## src/rtl/cpu_pkg.sv

```systemverilog
// Shared CPU definitions: jump-condition encodings and stack sizing helpers.
package cpu_pkg;

    // Jump condition selected by cond_sel.
    typedef enum logic [1:0] {
        COND_ALWAYS = 2'b00,
        COND_CF     = 2'b01,
        COND_ZF     = 2'b10,
        COND_NZ     = 2'b11
    } cond_e;

    // Width needed to count 0..depth valid stack entries (never less than 1).
    function automatic int sp_width(input int depth);
        int w;
        w = 0;
        while ((1 << w) < (depth + 1)) begin
            w = w + 1;
        end
        return (w < 1) ? 1 : w;
    endfunction

endpackage : cpu_pkg

```

## src/rtl/return_stack.sv

```systemverilog
// Hardware return-address stack: registered entry array plus a level pointer.
// Push when full and pop when empty are ignored; full/empty let the caller flag them.
module return_stack
    import cpu_pkg::*;
#(
    parameter int ADDR_W      = 4,
    parameter int STACK_DEPTH = 4
) (
    input  logic                               clk,
    input  logic                               rst_n,
    input  logic                               push,
    input  logic                               pop,
    input  logic [ADDR_W-1:0]                  din,
    output logic [ADDR_W-1:0]                  dout,
    output logic                               full,
    output logic                               empty,
    output logic [sp_width(STACK_DEPTH)-1:0]   level
);

    localparam int LVL_W = sp_width(STACK_DEPTH);
    localparam int IDX_W = (STACK_DEPTH > 1) ? $clog2(STACK_DEPTH) : 1;

    logic [ADDR_W-1:0] mem_q [STACK_DEPTH];
    logic [LVL_W-1:0]  level_q;
    logic [LVL_W-1:0]  level_d;
    logic [LVL_W-1:0]  top_lvl;
    logic [IDX_W-1:0]  wr_idx;
    logic [IDX_W-1:0]  rd_idx;
    logic              do_push;
    logic              do_pop;

    assign full    = (level_q == LVL_W'(STACK_DEPTH));
    assign empty   = (level_q == '0);
    assign do_pop  = pop && !empty;
    assign do_push = push && !full && !do_pop;

    // Top-of-stack index is only meaningful when non-empty; park it at 0 otherwise.
    assign top_lvl = empty ? '0 : (level_q - LVL_W'(1));
    assign wr_idx  = level_q[IDX_W-1:0];
    assign rd_idx  = top_lvl[IDX_W-1:0];
    assign dout    = mem_q[rd_idx];
    assign level   = level_q;

    // Next level: pop takes precedence over push.
    always_comb begin
        // NOTE: every combinational output gets a default first so no path leaves it unassigned (no latch).
        level_d = level_q;
        if (do_pop) begin
            level_d = level_q - LVL_W'(1);
        end else if (do_push) begin
            level_d = level_q + LVL_W'(1);
        end
    end

    // Level pointer register.
    always_ff @(posedge clk or negedge rst_n) begin
        // NOTE: sequential state uses non-blocking assignments so all registers update together at the edge.
        if (!rst_n) begin
            level_q <= '0;
        end else begin
            level_q <= level_d;
        end
    end

    // Entry array write on an accepted push.
    // NOTE: the array is deliberately not reset; the level pointer alone defines which entries are valid.
    always_ff @(posedge clk) begin
        if (do_push) begin
            mem_q[wr_idx] <= din;
        end
    end

endmodule : return_stack

```

## src/rtl/program_sequencer.sv

```systemverilog
// Program sequencer: PC register with increment, flag-qualified jump-load,
// CALL/RET through a return-address stack, and a gated bus driver.
module program_sequencer
    import cpu_pkg::*;
#(
    parameter int ADDR_W      = 4,
    parameter int STACK_DEPTH = 4
) (
    input  logic                               clk,
    input  logic                               rst_n,
    input  logic                               cp,
    input  logic                               ep,
    input  logic                               lp,
    input  logic [1:0]                         cond_sel,
    input  logic                               cf,
    input  logic                               zf,
    input  logic                               call,
    input  logic                               ret,
    input  logic [ADDR_W-1:0]                  bus_in,
    output logic [ADDR_W-1:0]                  bus_out,
    output logic                               bus_oe,
    output logic [ADDR_W-1:0]                  pc,
    output logic [sp_width(STACK_DEPTH)-1:0]   sp_level,
    output logic                               stk_ovf,
    output logic                               stk_unf
);

    logic [ADDR_W-1:0] pc_q;
    logic [ADDR_W-1:0] pc_d;
    logic              ovf_q;
    logic              ovf_d;
    logic              unf_q;
    logic              unf_d;
    logic              cond_true;
    logic              stk_push;
    logic              stk_pop;
    logic [ADDR_W-1:0] stk_dout;
    logic              stk_full;
    logic              stk_empty;

    return_stack #(
        .ADDR_W      (ADDR_W),
        .STACK_DEPTH (STACK_DEPTH)
    ) u_return_stack (
        .clk   (clk),
        .rst_n (rst_n),
        .push  (stk_push),
        .pop   (stk_pop),
        .din   (pc_q),
        .dout  (stk_dout),
        .full  (stk_full),
        .empty (stk_empty),
        .level (sp_level)
    );

    // Jump condition mux over the ALU flags sampled at this edge.
    always_comb begin
        cond_true = 1'b0;
        case (cond_e'(cond_sel))
            COND_ALWAYS: cond_true = 1'b1;
            COND_CF:     cond_true = cf;
            COND_ZF:     cond_true = zf;
            COND_NZ:     cond_true = !zf;
            default:     cond_true = 1'b0;
        endcase
    end

    // Priority decode ret > call > lp > cp; exactly one action per cycle.
    always_comb begin
        pc_d     = pc_q;
        ovf_d    = ovf_q;
        unf_d    = unf_q;
        stk_push = 1'b0;
        stk_pop  = 1'b0;
        if (ret) begin
            if (stk_empty) begin
                unf_d = 1'b1;
            end else begin
                stk_pop = 1'b1;
                pc_d    = stk_dout;
            end
        end else if (call) begin
            if (stk_full) begin
                ovf_d = 1'b1;
            end else begin
                stk_push = 1'b1;
                pc_d     = bus_in;
            end
        end else if (lp) begin
            // A false condition still consumes the slot, so cp is not applied.
            if (cond_true) begin
                pc_d = bus_in;
            end
        end else if (cp) begin
            pc_d = pc_q + ADDR_W'(1);
        end
    end

    // PC and sticky stack-error flags.
    always_ff @(posedge clk or negedge rst_n) begin
        if (!rst_n) begin
            pc_q  <= '0;
            ovf_q <= 1'b0;
            unf_q <= 1'b0;
        end else begin
            pc_q  <= pc_d;
            ovf_q <= ovf_d;
            unf_q <= unf_d;
        end
    end

    assign pc      = pc_q;
    assign bus_oe  = ep;
    assign bus_out = ep ? pc_q : '0;
    assign stk_ovf = ovf_q;
    assign stk_unf = unf_q;

endmodule : program_sequencer

```

## config.mk

```make
export PLATFORM = sky130hd
export DESIGN_NAME = program_sequencer
export DESIGN_NICKNAME = d
export VERILOG_FILES = /design/src/rtl/cpu_pkg.sv /design/src/rtl/return_stack.sv /design/src/rtl/program_sequencer.sv
export SDC_FILE = /design/constraint.sdc
export NUM_CORES = 1
export LEC_CHECK = 0
export ABC_CLOCK_PERIOD_IN_PS = 2700
export CAP_MARGIN = 10
export CORE_UTILIZATION = 40
export DETAILED_ROUTE_END_ITERATION = 6
export GPL_TIMING_DRIVEN = 0
export PLACE_DENSITY = 0.63
export SLEW_MARGIN = 15
export SYNTH_ARGS = -nofsm -noshare
export SYNTH_HDL_FRONTEND = slang
export SYNTH_SLANG_ARGS = --single-unit
export TNS_END_PERCENT = 50
```

## constraint.sdc

```tcl
create_clock -name clk -period 2.7 [get_ports clk]
set_clock_uncertainty 0.05 [all_clocks]
set_input_delay 0.405 -clock clk [delete_from_list [all_inputs] [get_ports clk]]
set_output_delay 0.405 -clock clk [all_outputs]
set_load 0.01 [all_outputs]
```

==> run summary <==
Post-DP HPWL -> 2226 microns
worst hold slack -> 0.3208 ns
Post-synth EDFFs -> 16
Clock Sinks -> 25
chip height -> 60.79 microns
Critical path buffers and inverters -> 3
Period minus WS final -> 2.249 ns
Syn Area/Cell -> 11.92 sq um
port bufs -> 28
post-CTS sizing -> 0
Worst-path clk slew -> 0.14 ns
Final Setup Violations -> 0
DR pass1 iterations -> 4
Initial Util -> 0.4385
Hold Path Class -> input port to async pin
number of I/O pins -> 29
Logic pwr share -> 0.499
post-synthesis sequential element count -> 25
routability cong. -> 0.8420
ys flop type -> edfxtp_1
CTS tree -> built
CP Data Arrival Time -> 2.42 ns
Via density -> 5.188
FP Rows -> 20
Flop pwr share -> 0.399
Setup Buffers After CTS -> 0
CP Cell Sequence -> buf_6 > inv_1 > ha_1 > buf_2 > nand2b_2 > nand2_1 > mux2i_1 > a31oi_1 > mux2_1
relative slew slack -> 0.7115
CTS root buffer -> clkbuf_4
max-slew violation count -> 0
share of layout cells above drive strength 1 -> 0.1216
Worst Tran Pin Value -> 0.4314 ns
first-pass GRT wire length -> 4650 microns
final WL -> 2857 microns
H-tree Lvls -> 1
wire per inst -> 14.88 microns
Yosys warning count -> 0
slowest stage delay, CP -> 0.48 ns
Mapped Area -> 0.001383 sq mm
Core Box Area -> 0.003153 sq mm
critical path's slowest cell -> dfrtp_1
Net Switching -> 0.6291 mW
vias in the first global route -> 941
status -> complete, no violations
synthesized net count -> 137
Highest Clock Rate -> 0.4447 GHz
CP Class -> register to register
placed cell areas -> 0.001718 sq mm
buffer depth of the longest clock path -> 2
die outline width -> 60.79 microns
CTS Buf Count -> 3
design area -> 0.001748 sq mm
clock network fraction of total power -> 0.103
most common cell after layout, fill and taps aside -> clkdlybuf4s50_1
Setup TNS Final -> 0 ns
Final Hold Viols -> 0
cell depth of the worst setup path -> 9
gr ovfl total -> 0
Die ar. -> 0.003695 sq mm
asr flop ratio synth -> 0.3600
hold bufs inserted after CTS -> 0
Ant. Diodes -> 0
fill count -> 306
sw frac -> 0.3806
CP Max Fanout -> 10
post-synthesis sequential area ratio -> 0.5104
via count -> 996
Area Growth Syn to Fin -> 26.43%
nature of the critical path startpoint -> register
residual DRC count -> 0
largest net degree at the start of global routing -> 16
internal power -> 1.024 mW
initial antenna violation count -> 0
CP endpoint kind -> register
Final Net Count -> 170
crit share post-route -> 0.8329
cell family with most CP delay -> buffers and inverters
Yosys cell types -> 41
max cap viols -> 0
RSZ-0062 raised after global routing -> false
DRT iter0 DRCs -> 25
Worst EP required -> 2.87 ns
Leak -> 0.6566 nW
Peak VDD IR -> 0.5331 mV
PwrDens -> 945.6 mW/mm^2
Post-Syn Instances -> 116
clk_lat worst skew -> 0.32 ns
most frequent cells in the layout -> clkdlybuf4s50_1, edfxtp_1, dfrtp_1, inv_1, ha_1
Total Routing Usage GR -> 0.1748
reg2reg path depth -> 9
Routed Antenna Nets -> 0
==> stage by stage <==
stage,total power [mW],instances,setup WS [ns],utilization
6_report,1.653,192,0.4512,0.5544
5_1_grt,1.780,192,0.2968,0.5544
4_1_cts,1.666,192,0.4447,0.5544
3_5_place_dp,1.498,188,0.4767,0.5448
3_3_place_gp,1.481,188,0.4970,0.5448
2_1_floorplan,1.170,116,0.6887,-
==> worst reg2reg max path: stages, from the launching register on <==
cell	delay, ns
dfrtp_1	0.48
buf_6	0.18
inv_1	0.15
ha_1	0.22
buf_2	0.23
nand2b_2	0.15
nand2_1	0.11
mux2i_1	0.19
a31oi_1	0.10
mux2_1	0.29
==> cells in the mapped netlist (all sizes together) (5+ instances only) <==
| cell type | count | area [sq um] |
|---|---|---|
| dfrtp | 9 | 225.2 |
| inv | 6 | 22.52 |
| mux2 | 7 | 78.82 |
| buf | 6 | 41.28 |
| mux2i | 6 | 63.81 |
| edfxtp | 16 | 480.5 |
| nand2 | 5 | 18.77 |
| ha | 6 | 75.07 |
| nor2 | 6 | 25.03 |
==> layer usage <==
layer | up-vias | global-route usage | part of all wire
met5 | - | 0 | 0
met4 | 0 | 0.05844 | 0.011
met3 | 5 | 0.02772 | 0.034
met2 | 22 | 0.2684 | 0.47
met1 | 469 | 0.2527 | 0.49
li1 | 500 | - | -
==> cells by family (layout without fill, tap and decap cells) <==
kind of cell,Yosys count,in the layout,synth area share
adder cells (fa/ha/maj),6,6,0.05430
AO/OA/AOI/OAI,27,27,0.1457
AND/OR/NAND/NOR,29,29,0.1149
multiplexers,13,13,0.1032
XOR/XNOR,4,4,0.02534
buffers and inverters,12,44,0.04615
flip-flops,25,25,0.5104
==> worst paths after layout <==
kind | startpoint | to | slack, ns
setup / recovery | u_return_stack.level[0] | pc[1] | 0.45
min in group clk | stk_unf | stk_unf | 0.46
max in group asynchronous | rst_n | pc[1] | 1.98
hold reg to reg | stk_unf | stk_unf | 0.46
hold / removal | rst_n | pc[0] | 0.32
setup reg to reg | u_return_stack.level[0] | pc[1] | 0.45
==> state kept, by name (all words and copies together) (netlist names) <==
register	count
pc	4
stk_ovf	1
stk_unf	1
u_return_stack.level	3
u_return_stack.mem_q	16
==> cell type report <==
| type | count | area [sq um] | area share |
|---|---|---|---|
| Clock buffer | 3 | 22.52 | 0.01288 |
| Tap cell | 44 | 55.05 | 0.03150 |
| Buffer | 6 | 41.29 | 0.02362 |
| Multi-Input combinational cell | 79 | 613.1 | 0.3508 |
| Clock inverter | 1 | 7.507 | 0.004295 |
| Sequential cell | 25 | 705.7 | 0.4037 |
| Timing Repair Buffer | 28 | 280.3 | 0.1603 |
| Inverter | 6 | 22.52 | 0.01288 |
==> power groups by stage <==
stage	logic [mW]	clock network (mW)	registers, mW
6_report	0.824	0.170	0.659
3_3_place_gp	0.818	0	0.663
3_5_place_dp	0.829	0	0.669
5_1_grt	0.915	0.189	0.676
4_1_cts	0.830	0.174	0.662
2_1_floorplan	0.513	0	0.657
Power figures use the tool's default switching activity.
